$ cat src/rtl/alu_scan_pkg.sv
// Shared types and constants for the ALU result capture / display-scan stage.
package alu_scan_pkg;

  typedef enum logic [1:0] {
    IDLE = 2'd0,
    HOLD = 2'd1,
    SHOW = 2'd2
  } scan_state_e;

  localparam logic DIG_RESULT = 1'b0;
  localparam logic DIG_OPCODE = 1'b1;

  localparam logic [1:0] OP_ADD = 2'b00;
  localparam logic [1:0] OP_SUB = 2'b01;
  localparam logic [1:0] OP_XOR = 2'b10;
  localparam logic [1:0] OP_SHL = 2'b11;

  function automatic logic [3:0] digit_value(input logic       idx,
                                             input logic [2:0] res,
                                             input logic       cout,
                                             input logic [1:0] sel);
    return (idx == DIG_OPCODE) ? {2'b00, sel} : {cout, res};
  endfunction

endpackage

$ cat src/rtl/alu_scan_timer.sv
// Free-running slot counter for the two-digit scan: slot start, active digit
// index and the anode-off guard window at the beginning of each slot.
module alu_scan_timer #(
  parameter int unsigned SCAN_DIV_W   = 16,
  parameter int unsigned GUARD_CYCLES = 4
) (
  input  logic i_Clk,
  input  logic i_Rst_L,
  output logic slot_start,
  output logic digit_idx,
  output logic guard
);

  logic [SCAN_DIV_W-1:0] slot_cnt;

  always_ff @(posedge i_Clk or negedge i_Rst_L) begin
    if (!i_Rst_L) begin
      slot_cnt  <= '0;
      digit_idx <= 1'b0;
    end else begin
      slot_cnt <= slot_cnt + SCAN_DIV_W'(1);
      if (slot_cnt == '1) digit_idx <= ~digit_idx;
    end
  end

  assign slot_start = (slot_cnt == '0);
  assign guard      = (slot_cnt < SCAN_DIV_W'(GUARD_CYCLES));

endmodule

$ cat src/rtl/alu_result_scan.sv
// Captures one ALU result per handshake, holds it, and scans result/opcode
// digits onto a shared 7-segment decoder. Optional: ALU_SCAN_OVF_BLINK_EN.
module alu_result_scan
  import alu_scan_pkg::*;
#(
  parameter int unsigned SCAN_DIV_W   = 16,
  parameter int unsigned GUARD_CYCLES = 4,
  parameter int unsigned HOLD_CYCLES  = 50_000_000,
  parameter int unsigned BLINK_W      = 24
) (
  input  logic       i_Clk,
  input  logic       i_Rst_L,
  input  logic       i_Valid,
  output logic       o_Ready,
  input  logic [2:0] i_Result,
  input  logic       i_Cout,
  input  logic [1:0] i_Sel,
  output logic [3:0] o_Digit_Num,
  output logic [1:0] o_Digit_En_L,
  output logic       o_Showing
);

  localparam int unsigned HOLD_W = $clog2(HOLD_CYCLES + 1);
  localparam logic [HOLD_W-1:0] HOLD_LOAD = HOLD_W'(HOLD_CYCLES - 1);

  scan_state_e       state;
  logic [HOLD_W-1:0] hold_cnt;
  logic [2:0]        res_q;
  logic              cout_q;
  logic [1:0]        sel_q;
  logic              accept;
  logic              slot_start;
  logic              digit_idx;
  logic              guard;
  logic              blink_mask;

  assign accept = i_Valid & o_Ready;

  alu_scan_timer #(
    .SCAN_DIV_W  (SCAN_DIV_W),
    .GUARD_CYCLES(GUARD_CYCLES)
  ) u_timer (
    .i_Clk     (i_Clk),
    .i_Rst_L   (i_Rst_L),
    .slot_start(slot_start),
    .digit_idx (digit_idx),
    .guard     (guard)
  );

  // o_Ready is written alongside every state transition so it always equals
  // (next state != HOLD) without a separate next-state decode.
  always_ff @(posedge i_Clk or negedge i_Rst_L) begin
    if (!i_Rst_L) begin
      state    <= IDLE;
      o_Ready  <= 1'b0;
      hold_cnt <= '0;
      res_q    <= '0;
      cout_q   <= 1'b0;
      sel_q    <= '0;
    end else begin
      case (state)
        IDLE, SHOW: begin
          if (accept) begin
            res_q    <= i_Result;
            cout_q   <= i_Cout;
            sel_q    <= i_Sel;
            hold_cnt <= HOLD_LOAD;
            state    <= HOLD;
            o_Ready  <= 1'b0;
          end else begin
            o_Ready  <= 1'b1;
          end
        end
        HOLD: begin
          if (hold_cnt == '0) begin
            state   <= SHOW;
            o_Ready <= 1'b1;
          end else begin
            hold_cnt <= hold_cnt - HOLD_W'(1);
            o_Ready  <= 1'b0;
          end
        end
        default: begin
          state   <= IDLE;
          o_Ready <= 1'b1;
        end
      endcase
    end
  end

`ifdef ALU_SCAN_OVF_BLINK_EN
  logic [BLINK_W-1:0] blink_cnt;

  always_ff @(posedge i_Clk or negedge i_Rst_L) begin
    if (!i_Rst_L) blink_cnt <= '0;
    else          blink_cnt <= blink_cnt + BLINK_W'(1);
  end

  assign blink_mask = cout_q & blink_cnt[BLINK_W-1];
`else
  assign blink_mask = 1'b0;
`endif

  // Digit value and showing flag only change at slot boundaries, so a capture
  // made mid-slot never tears the digit currently lit.
  always_ff @(posedge i_Clk or negedge i_Rst_L) begin
    if (!i_Rst_L) begin
      o_Digit_Num  <= '0;
      o_Digit_En_L <= '1;
      o_Showing    <= 1'b0;
    end else begin
      if (slot_start) begin
        o_Showing   <= (state != IDLE);
        o_Digit_Num <= (state != IDLE) ? digit_value(digit_idx, res_q, cout_q, sel_q) : '0;
      end
      if (guard || !o_Showing)
        o_Digit_En_L <= '1;
      else if (digit_idx == DIG_OPCODE)
        o_Digit_En_L <= 2'b01;
      else
        o_Digit_En_L <= {1'b1, blink_mask};
    end
  end

endmodule

$ cat config.mk
export PLATFORM = sky130hd
export DESIGN_NAME = alu_result_scan
export DESIGN_NICKNAME = d
export VERILOG_FILES = /design/src/rtl/alu_scan_pkg.sv /design/src/rtl/alu_scan_timer.sv /design/src/rtl/alu_result_scan.sv
export SDC_FILE = /design/constraint.sdc
export NUM_CORES = 1
export LEC_CHECK = 0
export CAP_MARGIN = 20
export CORE_MARGIN = 3
export CORE_UTILIZATION = 30
export DETAILED_ROUTE_END_ITERATION = 12
export SLEW_MARGIN = 20
export SYNTH_ARGS = -nofsm -noshare
export SYNTH_HDL_FRONTEND = slang
export SYNTH_SLANG_ARGS = --single-unit
$ cat constraint.sdc
create_clock -name i_Clk -period 2.16 [get_ports i_Clk]
set_input_delay 0.54 -clock i_Clk [delete_from_list [all_inputs] [get_ports i_Clk]]
set_output_delay 0.54 -clock i_Clk [all_outputs]
set_load 0.005 [all_outputs]
* Yosys cells after proc, flatten, opt, wreduce, memory -nomap -nowiden
Cells that the tools add are included.
** Word-level totals
- Input bits :: 9
- Output and inout bits :: 8
- Memories kept :: 0
- Flip-flop bits (word level) :: 59
- Bits in latches :: 0
- Bits in read-only memories :: 0
- Bits in writable memories :: 0
- Word-level logic and storage cells :: 46
** Cells by class
- Equality and inequality tests :: 6
- Reduce and logical (&&, ||, !) cells :: 11
- Divide/modulo/power cells :: 0
- Multiply operators :: 0
- Shifts and indexed selects :: 0
- Add/subtract/negate cells :: 2
- Magnitude comparators :: 1
- Multiplexer cells :: 13
- Bitwise operators :: 2
** Operators with widths (count)
- 26-bit 2-to-1 mux :: 2
- 26-bit case mux with 2 select lines :: 1
- 26-bit zero test :: 1
- 26-bit by 1-bit subtractor with 26-bit output, second input constant :: 1
- 16-bit by 1-bit adder with 16-bit output, second input constant :: 1
- 16-bit == test, second input constant :: 1
- 16-bit zero test :: 1
- 16-bit by 3-bit less-than comparator with 1-bit output, second input constant :: 1
- 2-bit 2-to-1 mux :: 4
- 4-bit 2-to-1 mux :: 2
- 2-bit inequality test, second input constant :: 3
- 2-bit case mux with 2 select lines :: 1
- 2-bit AND reduction :: 2
- 2-bit nonzero test :: 2
- 3-bit AND reduction :: 1
- 2-bit by 1-bit == test with 1-bit output, second input constant :: 1
- 2-bit == test, second input constant :: 1
- 2-bit zero test :: 1
- 1-bit 2-to-1 mux :: 2
- 1-bit case mux with 2 select lines :: 1
- 2-bit OR reduction :: 1
- 1-bit bitwise AND :: 1
- 1-bit zero test :: 1
- 1-bit logical OR :: 1
- 1-bit inverter :: 1

* Logic depth before layout (Yosys ltp)
Gate-level depths: netlist of run 1.
- Depth after elaboration :: 4
- Mapped depth :: 9
- Depth with buffers taken out :: 7

* Modules after synthesis
A second synthesis of run 1 with hierarchy kept.
** Unflattened totals
- Cell total of the unflattened synthesis :: 277
- Area, all modules :: 2822.7 µm²
** Modules (own cells, without submodules)
- alu_result_scan :: area an instance 2068.2 µm², instances 1, cells each 210
- alu_scan_timer :: area an instance 754.5 µm², instances 1, cells each 67

* Worst setup path before layout of run 1
No wires, ideal clock.
- Kind :: register to register
- Start point :: register hold_cnt[0]
- End point :: register hold_cnt[4]
- Setup time :: 134 ps
- Path buffers :: 1
- Data arrival time :: 1794 ps
- Setup slack :: 232 ps
- Stages on the path, launching flop included :: 9
- Required time :: 2026 ps
- Cell sequence :: dfrtp_1 -> inv_1 -> ha_1 -> nor3b_1 -> and4_1 -> buf_2 -> a2111oi_0 -> xnor2_1 -> nand2_1
** Between the ends
- Longest elaborated chain between the ends :: 3
- Elaborated cells between the ends (all ways) :: 6
** RTL lines
- start, declared :: line alu_result_scan.sv:27 : logic [HOLD_W-1:0] hold_cnt;
- start signal, assigned :: line alu_result_scan.sv:79 : hold_cnt <= hold_cnt - HOLD_W'(1);
- 26-bit by 1-bit subtractor with 26-bit output / 26-bit zero test (equally long branches) :: line alu_result_scan.sv:79, alu_result_scan.sv:75
- 26-bit 2-to-1 mux / 2-bit inequality test (equally long branches)
- 26-bit case mux with 2 select lines / 3-bit AND reduction (equally long branches)
Parallel ways exist; a longest one is shown, timed or not. The select of a mux whose other input is x is not followed.
A chain may end at the register's enable or synchronous reset.

* Final worst setup path of run 1
- Start point :: register hold_cnt[2]
- End point :: register hold_cnt[25]
The elaborated chain is that of the path after synthesis.

==> results of run 1 <==
per-stage QoR:
stage	TNS, ns	instance area (um^2)	hold slack (ns)	worst slack, ns
floorplan	0	2820	0.244	0.232
global placement	-0.158	3190	0.458	-0.0741
detailed placement	-0.340	3190	0.462	-0.107
CTS	0	3450	0.145	0.0972
global route	-0.00111	3480	0.150	-0.00111
finish	0	3480	0.136	0.154
cells by family (layout without fill, tap and decap cells):
family          after synthesis  count (layout)  share of synthesized area, %
compound gates               26              26                          6.78
xor+xnor                     30              30                          9.31
fa+ha+maj                     4               4                          1.77
buf+inv                      16              53                          2.26
flops                        59              59                          52.4
mux                           5               5                          1.77
simple gates                133             133                          25.7
cells in the final DEF, fill, tap and decap left out, drive strengths merged, types with 2 or more instances in the layout:
cell type and n:
dfrtp 57, nand2 47, xnor2 23, nor2 20, clkdlybuf4s50 15, buf 15, nor4 15, clkbuf 11
nand3 10, inv 7, xor2 7, nand4 7, nor3 7, and3 6, o31ai 6, a21oi 5
mux2i 5, or4 5, o21ai 5, ha 4, bufinv 4, a211oi 3, nor4b 3, and4 2
nand3b 2, or3 2, or2 2, dfstp 2, o211ai 2, a2111oi 2
worst max-delay path, stage by stage (launching register included):
cell and delay [ns]:
dfrtp_1 0.47, nor4_4 0.40, and4_1 0.28, nand3_2 0.12
o31a_1 0.27, or3_1 0.35
layout make-up:
cell class / instances / area [um^2] / area share [%]
clock buffers: 11 / 131 / 3.77
multi-input cells: 198 / 1310 / 37.7
inverters: 7 / 26.3 / 0.754
repair buffers: 30 / 273 / 7.83
clock inverters: 5 / 125 / 3.59
flip-flops and latches: 59 / 1480 / 42.5
well taps: 108 / 135 / 3.88
report_power, final:
part	switching [W]	internal, W	leakage (nW)
sequential	0.000189	0.00127	0.702
clock	0.000419	0.000883	0.128
combinational	0.000267	0.000235	0.602
total	0.000875	0.00239	1.43
worst paths after layout:
check	startpoint	to	cells past startpoint
setup / recovery	hold_cnt[2]	hold_cnt[25]	5
hold / removal	i_Rst_L	hold_cnt[11]	1
setup reg to reg	hold_cnt[2]	hold_cnt[25]	5
hold reg to reg	o_Digit_Num[1]	o_Digit_Num[1]	2
max in group asynchronous	i_Rst_L	u_timer.slot_cnt[3]	2
min in group i_Clk	o_Digit_Num[1]	o_Digit_Num[1]	2
metal layers:
metal / track usage, % / part of all wire [%]
met1: 16.9 / 51
met2: 17.8 / 44
met3: 3.65 / 3.9
met4: 4.48 / 1.3
met5: 0 / 0
sequential cells by signal (all words and copies together), names as in the netlist:
signal / count
o_Digit_Num: 4
o_Digit_En_L: 2
o_Showing: 1
hold_cnt: 26
state: 2
u_timer.digit_idx: 1
sel_q: 2
res_q: 3
cout_q: 1
o_Ready: 1
u_timer.slot_cnt: 16
what timing repair did:
action,CTS,global route
setup endpoints to repair,0,6
buffers inserted,0,0
hold buffers,0,0
resized for setup,0,6
==> results.toml, run 1 <==
[drt]
wl_per_cell_um = 13.9
route.detailed.drc = 0
antenna_left = 0
wl_um = 5800
dr.pass1.iters = 4
vias_per_cell = 5.03
first_iter_violations = 74
via_count = 2103

[cells_and_area]
antenna_cells = 0
fillerInstances = 864
syn2layout_area_growth_pct = 23.4
nNetsFinal = 318
drive_above_1_share_pct = 14.8
utilization_pct = 39.0
stdcell_count = 418

[setup_path]
critPathKind = "register to register"
cp.required_ns = 2.36
regToRegSetupSlack_ns = 0.15
worstPathArrival_ns = 2.21
worst_setup_path_start_kind = "register"
worst-path-max-fanout = 7
cp-end-kind = "register"

[logic_synthesis]
ys_seq_area_share_pct = 52.4
synth_edf_count = 0
syn_area_um2 = 2820
synth_fp_nets = 286
synthCells = 273
yosysTopAreaCellShare_pct = 50.5
synth_commonest_cells = "57 x dfrtp_1, 47 x nand2_1, 23 x xnor2_1, 20 x nor2_1, 10 x nor4_1"
yosysWarnings = 0
netlist-cell-type-count = 43
ys_top_cells_by_area = "dfrtp_1 51%, xnor2_1 7.1%, nand2_1 6.3%"
synth_most_common_cell = "dfrtp_1"
synth_top_area_cell = "dfrtp_1"
synthFlopType = "dfrtp_1"
async_reset_ff_share_pct = 100
syn_area_per_cell_um2 = 10.3
ys_seq_elements = 59

[clocking]
cts_tree = "built"
cts_max_level = 3
numCtsBuffers = 9
clockBufferDepth = 2
clk_pin_slew_ns = 0.07
cts_root_buf = "clkbuf_8"
clkSinkCount = 59
clk_latency_ns = 0.33

[global_routing]
grt_pass1_vias = 1991
grt_max_degree = 24
grt_usage_pct = 12.1
grt_pass1_wl_um = 9930
antenna_found_initial = 0
gr-total-overflow = 0

[placement]
hpwl_um = 4080
placement.io_buffers = 16
gp_congestion = 0.795
place_inst = 402

[timing]
fmax_mhz = 498
period_share_pct = 92.9
hold_viol = 0
setup_viol = 0
min_period_ns = 2.01
finClkSkew_ns = 0.00843
relSlewSlack_pct = 67.1
finalMaxSlewViolations = 0
max_slew.worst_pin.slew_ns = 0.494

[pwr]
power_w = 0.00326
vdd_ir_drop_max_uv = 378
p_leak_nw = 1.43
powerDensity_nw_per_um2 = 936

[floorplanning]
die_h_um = 103
core_um2 = 8930
initial_core_util_pct = 31.6
rows = 34
die-area_um2 = 10600
boundaryPins = 17
die_w_um = 103

[min_path]
hold_path.class = "primary input to async pin"

[status]
status = "finished, final reports clean"

[flow_run]
cap_violations = 0
(Power assumes the default switching activity.)
==> run 2: changes to the inputs <==
- PLACE_DENSITY_LB_ADDON: not set -> 0.3
==> results.toml, run 2 (synthesis results as in run 1) <==
[clocking]
clk_pin_slew_ns = 0.07
clkSinkCount = 59
cts_tree = "built"
cts_hold_buf = 0
clk_latency_ns = 0.33
cts_max_level = 3
clockBufferDepth = 2
cts_root_buf = "clkbuf_8"
numCtsBuffers = 9

[pwr]
p_leak_nw = 1.44
p_switching_w = 0.000865
seq_power_share_pct = 45.6
vdd_ir_drop_max_uv = 343
clock_power_share_pct = 37.2
intPower_w = 0.00228
sw_frac_of_total_pct = 27.5
p_comb_share_pct = 17.2
powerDensity_nw_per_um2 = 902

[floorplanning]
rows = 34
die-area_um2 = 10600
core_um2 = 8930
boundaryPins = 17
initial_core_util_pct = 31.6
die_h_um = 103
die_w_um = 103

[global_routing]
grt_pass1_wl_um = 10000
grt_max_degree = 41
grt_usage_pct = 12.2
grt_pass1_vias = 2116
gr-total-overflow = 0
antenna_found_initial = 0

[cells_and_area]
stdcell_count = 423
layout_commonest_cell = "dfrtp_1"
largest_reg_flops = 26
fillerInstances = 865
nNetsFinal = 323
reg_top3 = "hold_cnt (26), u_timer.slot_cnt (16), o_Digit_Num (4)"
antenna_cells = 0
utilization_pct = 39.0
syn2layout_area_growth_pct = 23.4
top_register = "hold_cnt"
drive_above_1_share_pct = 16.2
final_cell_mix = "57 x dfrtp_1, 47 x nand2_1, 23 x xnor2_1, 20 x nor2_1, 18 x buf_4"

[drt]
wl_per_cell_um = 13.5
antenna_left = 0
dr.pass1.iters = 4
first_iter_violations = 143
via_count = 2084
route.detailed.drc = 0
wl_um = 5730
vias_per_cell = 4.93

[setup_path]
worstPathArrival_ns = 2.23
critPathKind = "register to register"
worst_setup_path_start_kind = "register"
regToRegSetupSlack_ns = 0.15
cp-end-kind = "register"
path_cells = "inv_1, ha_1, nor3b_2, and4_1, buf_4, a2111oi_2, xnor2_1, nor2_1"
cp.required_ns = 2.38
worst-path-max-fanout = 12
crit_slowest_cell = "dfrtp_1"
cpPeakStageDelay_ns = 0.41

[placement]
gp_congestion = 0.816
placement.io_buffers = 16
dp_slack_ns = -0.201
hpwl_um = 4010
place_inst = 407

[timing]
max_slew.worst_pin.slew_ns = 0.483
rsz0062_at_grt = "false"
finClkSkew_ns = 0.00503
relSlewSlack_pct = 66.9
min_period_ns = 2.01
hold_viol = 0
fin_ws_ns = 0.152
period_share_pct = 93.0
finalMaxSlewViolations = 0
fmax_mhz = 498
setup_viol = 0

[min_path]
hold_path.class = "primary input to async pin"

[flow_run]
cap_violations = 0

[status]
status = "finished, final reports clean"
[run 2: routing by layer]
metal  global-route usage, %  vias to the layer above  wire length, um
li1                        -                     1038                -
met1                    15.3                      999             2710
met2                    19.7                       39             2720
met3                    4.67                        8              234
met4                    3.69                        0               67
met5                       0                        -                0
[run 2: power groups by stage]
stage          Clock, W  Sequential [W]  Combinational (W)
2_1_floorplan         0         0.00142           0.000331
3_3_place_gp          0         0.00144           0.000534
3_5_place_dp          0         0.00144           0.000547
4_1_cts         0.00121         0.00143           0.000548
5_1_grt         0.00127         0.00146           0.000617
6_report        0.00117         0.00143           0.000539
[run 2: final timing paths]
check | startpoint | to | cells after the start
max | hold_cnt[1] | hold_cnt[10] | 8
min | i_Rst_L | u_timer.slot_cnt[2] | 1
max reg2reg | hold_cnt[1] | hold_cnt[10] | 8
min reg2reg | o_Showing | o_Digit_En_L[1] | 1
max in group asynchronous | i_Rst_L | hold_cnt[8] | 2
min in group i_Clk | o_Showing | o_Digit_En_L[1] | 1
[run 2: stage by stage]
stage | setup TNS (ns) | hold slack (ns) | total power [W] | instance area [um^2]
after floorplan | 0 | 0.244 | 0.00175 | 2820
after global placement | -0.476 | 0.461 | 0.00197 | 3230
after detailed placement | -0.686 | 0.462 | 0.00199 | 3230
after CTS | 0 | 0.157 | 0.00318 | 3470
after global routing | 0 | 0.168 | 0.00334 | 3480
final | 0 | 0.153 | 0.00314 | 3480
[run 2: cell type report]
class / count / area, um^2 / area share, %
Sequential cell: 59 / 1480 / 42.5
Multi-Input combinational cell: 198 / 1290 / 37.2
Timing Repair Buffer: 35 / 310 / 8.91
Clock buffer: 13 / 169 / 4.85
Tap cell: 108 / 135 / 3.88
Clock inverter: 3 / 68.8 / 1.98
Inverter: 7 / 26.3 / 0.755
[run 2: timing repair]
item,CTS,global route
setup buffers,0,0
hold endpoints to repair,0,0
setup endpoints to repair,0,1
resized for setup,0,2
[run 2: critical path: cells and delay by family (launching register included)]
family,cells,cell delay (ns)
AO/OA/AOI/OAI,1,0.39
XOR/XNOR,1,0.16
adder cells (fa/ha/maj),1,0.19
buffers and inverters,2,0.28
flip-flops,1,0.41
AND/OR/NAND/NOR,3,0.47
==> RTL edit 1 (flow settings as in run 2) <==
Re-encode `scan_state_e` (3 states) as one-hot, 3 bits wide.
--- a/src/rtl/alu_scan_pkg.sv
+++ b/src/rtl/alu_scan_pkg.sv
@@ -2,8 +2,8 @@
 package alu_scan_pkg;
 
-  typedef enum logic [1:0] {
-    IDLE = 2'd0,
-    HOLD = 2'd1,
-    SHOW = 2'd2
+  typedef enum logic [2:0] {
+    IDLE = 3'b001,
+    HOLD = 3'b010,
+    SHOW = 3'b100
   } scan_state_e;
 
Formal check against the unedited RTL: no difference found for any inputs over 10 cycles, from zero or initial values and one cycle with i_Rst_L low; not proved beyond that.
==> RTL edit 1 against run 2 <==
Setup slack got worse by 160 ps; hold slack improved by 31 ps; synthesized cell count increased by 8.8%; design area increased by 14%; die area increased by 5.6%; critical endpoint is now hold_cnt[3]; the flow now finishes with violations (setup timing); area after synthesis increased by 5.9%; routed wire length increased by 19%; total power decreased by 7.5%; sequential cell count increased by 1.
==> RTL edit 1: results <==
synthesis:
  syn_inst: 297
  synth.area.top_cells: "dfrtp_1 (48%), o31ai_1 (4.5%), nand2_1 (4.3%), or4_1 (3.8%), xnor2_1 (3.2%)"
  ys_seq_area_frac: 0.5036
  yosysUniqueCellTypes: 47
  async_reset_ff_frac: 1.000
  syn_nets: 310
  synthMuxAreaShare: 0.01005
  synthXorXnorAreaFrac: 0.04395
  ys_top_cells_by_count: "dfrtp_1 (57), nand2_1 (34), nor2_1 (19), nand3_1 (18), o31ai_1 (18)"
  synth_fa_ha_area_frac: 0.01674
  synth-compound-area-share: 0.1218
place:
  placed_area_um2: 3630
  hpwlAfterDp_mm: 4.751
  dp_cells: 479
  post-place-ws_ps: -176.8
  port_buffers: 16
  gp_congestion: 0.7622
final_layout:
  drive_gt1_frac: 0.2601
  largestRegisters: "hold_cnt x26, u_timer.slot_cnt x16, o_Digit_Num x4"
  fillers: 909
  nets: 381
  fin_cells: 502
  n_antenna_cell: 0
sta:
  clock_skew_ps: 14.39
  finalSetupViolCount: 1
  setup-tns-final_ps: -6.956
  finalWorstSetupSlack_ps: -6.956
  max_slew_margin: 0.6706
  holdWs_ps: 184.0
setup_path:
  crit_slowest_cell: "or4_4"
  critPathTopFamily: "simple AND/OR/NAND/NOR gates"
  crit_path_max_incr_delay_ps: 570
  arrival_ps: 2380
  path_depth: 6
  crit_fanout: 6
status:
  violations: "setup timing"
  status: "finished with violations"
clock_tree:
  clkLatencyLatePin_ps: 350
  htree_levels: 3
  clk_pin_slew_ps: 70
  clockRootBuffer: "clkbuf_8"
grt:
  antenna_found_initial: 0
  first_global_vias: 2499
  grt_max_degree: 61
  grtUsageTotal: 0.1325
  grt_pass1_wl_mm: 11.94
worst_hold_path:
  hp-class: "in2async"
drt:
  firstDrtPassIters: 4
  drt-initial-drc-count: 111
  routed_via_density: 5.016
  routedWlPerCell_um: 13.61
pwr:
  peakVddDrop_mv: 0.2769
  intPower_mw: 2.011
  p_leak_nw: 1.589
[RTL edit 1: changes by cell type after synthesis, sizes merged, moves of 6 or more]
cell   change
nand2     -13
nand3      +8
or4       +11
xnor2     -12
o31ai     +13
o21ai      +6
[RTL edit 1: path summary, 6_finish.rpt]
kind / startpoint / end
max: hold_cnt[2] / hold_cnt[3]
min: i_Rst_L / hold_cnt[0]
max reg2reg: hold_cnt[2] / hold_cnt[3]
min reg2reg: u_timer.slot_cnt[0] / u_timer.slot_cnt[0]
max in group asynchronous: i_Rst_L / o_Digit_En_L[1]
min in group i_Clk: u_timer.slot_cnt[0] / u_timer.slot_cnt[0]
[RTL edit 1: area by class of cell]
class                      count  area (um2)  share of cell area
clock inverter                 7       66.31             0.01674
timing repair buffer          72       595.6              0.1503
sequential                    60        1506              0.3802
inverter                       7       26.28            0.006631
multi-input combinational    218        1483              0.3742
clock buffer                   9       123.9             0.03126
tap                          129       161.4             0.04073
[RTL edit 1: timing repair]
item / in CTS / in global routing
gates resized for setup: 2 / 14
buffers inserted: 3 / 4
endpoints found under the setup margin: 4 / 20
cloned: 0 / 0
pin swaps: 1 / 4
[RTL edit 1: power by group through the flow]
stage	logic [mW]	clock network [mW]	registers, mW
CTS	0.627	1.02	1.28
global placement	0.613	0	1.30
global route	0.707	1.06	1.30
detailed placement	0.624	0	1.30
finish	0.634	0.987	1.28
floorplan	0.313	0	1.30
[RTL edit 1: layer usage]
layer,GRT usage,up-vias,wire (um)
met3,0.02756,10,213
met5,0,-,0
met1,0.1827,1233,3384
met4,0.06105,0,126
li1,-,1248,-
met2,0.1990,27,3110
==> RTL edit 2 (flow settings as in run 2) <==
Without the edit above. `HOLD_CYCLES`: 50_000_000 -> 25_000_000.
--- a/src/rtl/alu_result_scan.sv
+++ b/src/rtl/alu_result_scan.sv
@@ -6,5 +6,5 @@
   parameter int unsigned SCAN_DIV_W   = 16,
   parameter int unsigned GUARD_CYCLES = 4,
-  parameter int unsigned HOLD_CYCLES  = 50_000_000,
+  parameter int unsigned HOLD_CYCLES  = 25_000_000,
   parameter int unsigned BLINK_W      = 24
 ) (
Formal check against the unedited RTL: same outputs for any inputs over 10 cycles, from zero or initial values and one cycle with i_Rst_L low; that may be too few to reach the edited logic, so the function may still have changed.
==> RTL edit 2 against run 2 <==
The run now ends with setup timing left; routed wire length up 8.7%; hold slack better by 27 ps; sequential cell count down 1; design area up 8.2%; area after synthesis down 3.8%; maximum frequency down 12%; cell count up 5.0%; total power up 9.2%; count of clock-buffer cells in the layout down 1; setup slack worse by 260 ps; combinational power up 62%; critical path type unchanged; critical endpoint is now hold_cnt[23]; largest power group unchanged; highest routed layer unchanged.
==> RTL edit 2: results <==
drt:
  routed_via_density: 4.989
  met1Wirelength_mm: 2.906
place:
  hpwlAfterDp_mm: 4.072
  placed_area_um2: 3297
grt:
  grt_use_met1: 0.1571
  grt_pass1_wl_mm: 10.08
status:
  status: "finished with violations"
  violations: "setup timing"
final_layout:
  multi_input_cells: 193
  final_area_um2: 3767
  seq_cell_count: 58
  fillers: 816
  drive_gt1_frac: 0.2946
  syn_to_final_growth_pct: 38.69
  fin_cells: 444
  clk_share: 0.06078
  signal_buffers: 63
  seq_share: 0.3859
sta:
  finalSetupViolCount: 14
  worst_pin_slew_ps: 470.2
  finalWorstSetupSlack_ps: -113.2
  setup-tns-final_ps: -575.2
pwr:
  switchingPower_mw: 1.000
  p_leak_nw: 1.531
setup_path:
  crit_fanout: 3
  startpoint: "hold_cnt[0]"
  crit_end: "hold_cnt[23]"
synthesis:
  yosysUniqueCellTypes: 44
  ys_top_cells_by_count: "dfrtp_1 (56), nand2_1 (42), nand3_1 (16), xnor2_1 (15), nor2_1 (13)"
  syn_nets: 278
-- RTL edit 2: cell types whose count changed in the layout (fill, tap and decap cells not counted), moves of 3 or more --
cell	run 2	this run
xor2_1	7	2
nor3_1	7	2
xnor2_1	23	15
o21ai_1	0	3
nand3_1	9	16
buf_12	1	4
or3_1	2	7
a211oi_1	3	0
nor2_1	20	12
nand4_1	7	3
nand2_1	47	41
buf_4	18	37
buf_6	0	6
-- RTL edit 2: cells by family after synthesis --
logic type / after synthesis / share of synthesized area
AO/OA/AOI/OAI: 38 / 0.09167
XOR/XNOR: 17 / 0.05482
buffers and inverters: 15 / 0.02488
AND/OR/NAND/NOR: 128 / 0.2538
adder cells (fa/ha/maj): 3 / 0.01382
multiplexers: 7 / 0.02580
flip-flops: 58 / 0.5352
-- RTL edit 2: critical path, stage by stage, from the launching register on --
cell     delay [ps]
dfrtp_1         410
or4_4           540
or3_4           350
a211o_1         320
or4_4           430
a21oi_2         140
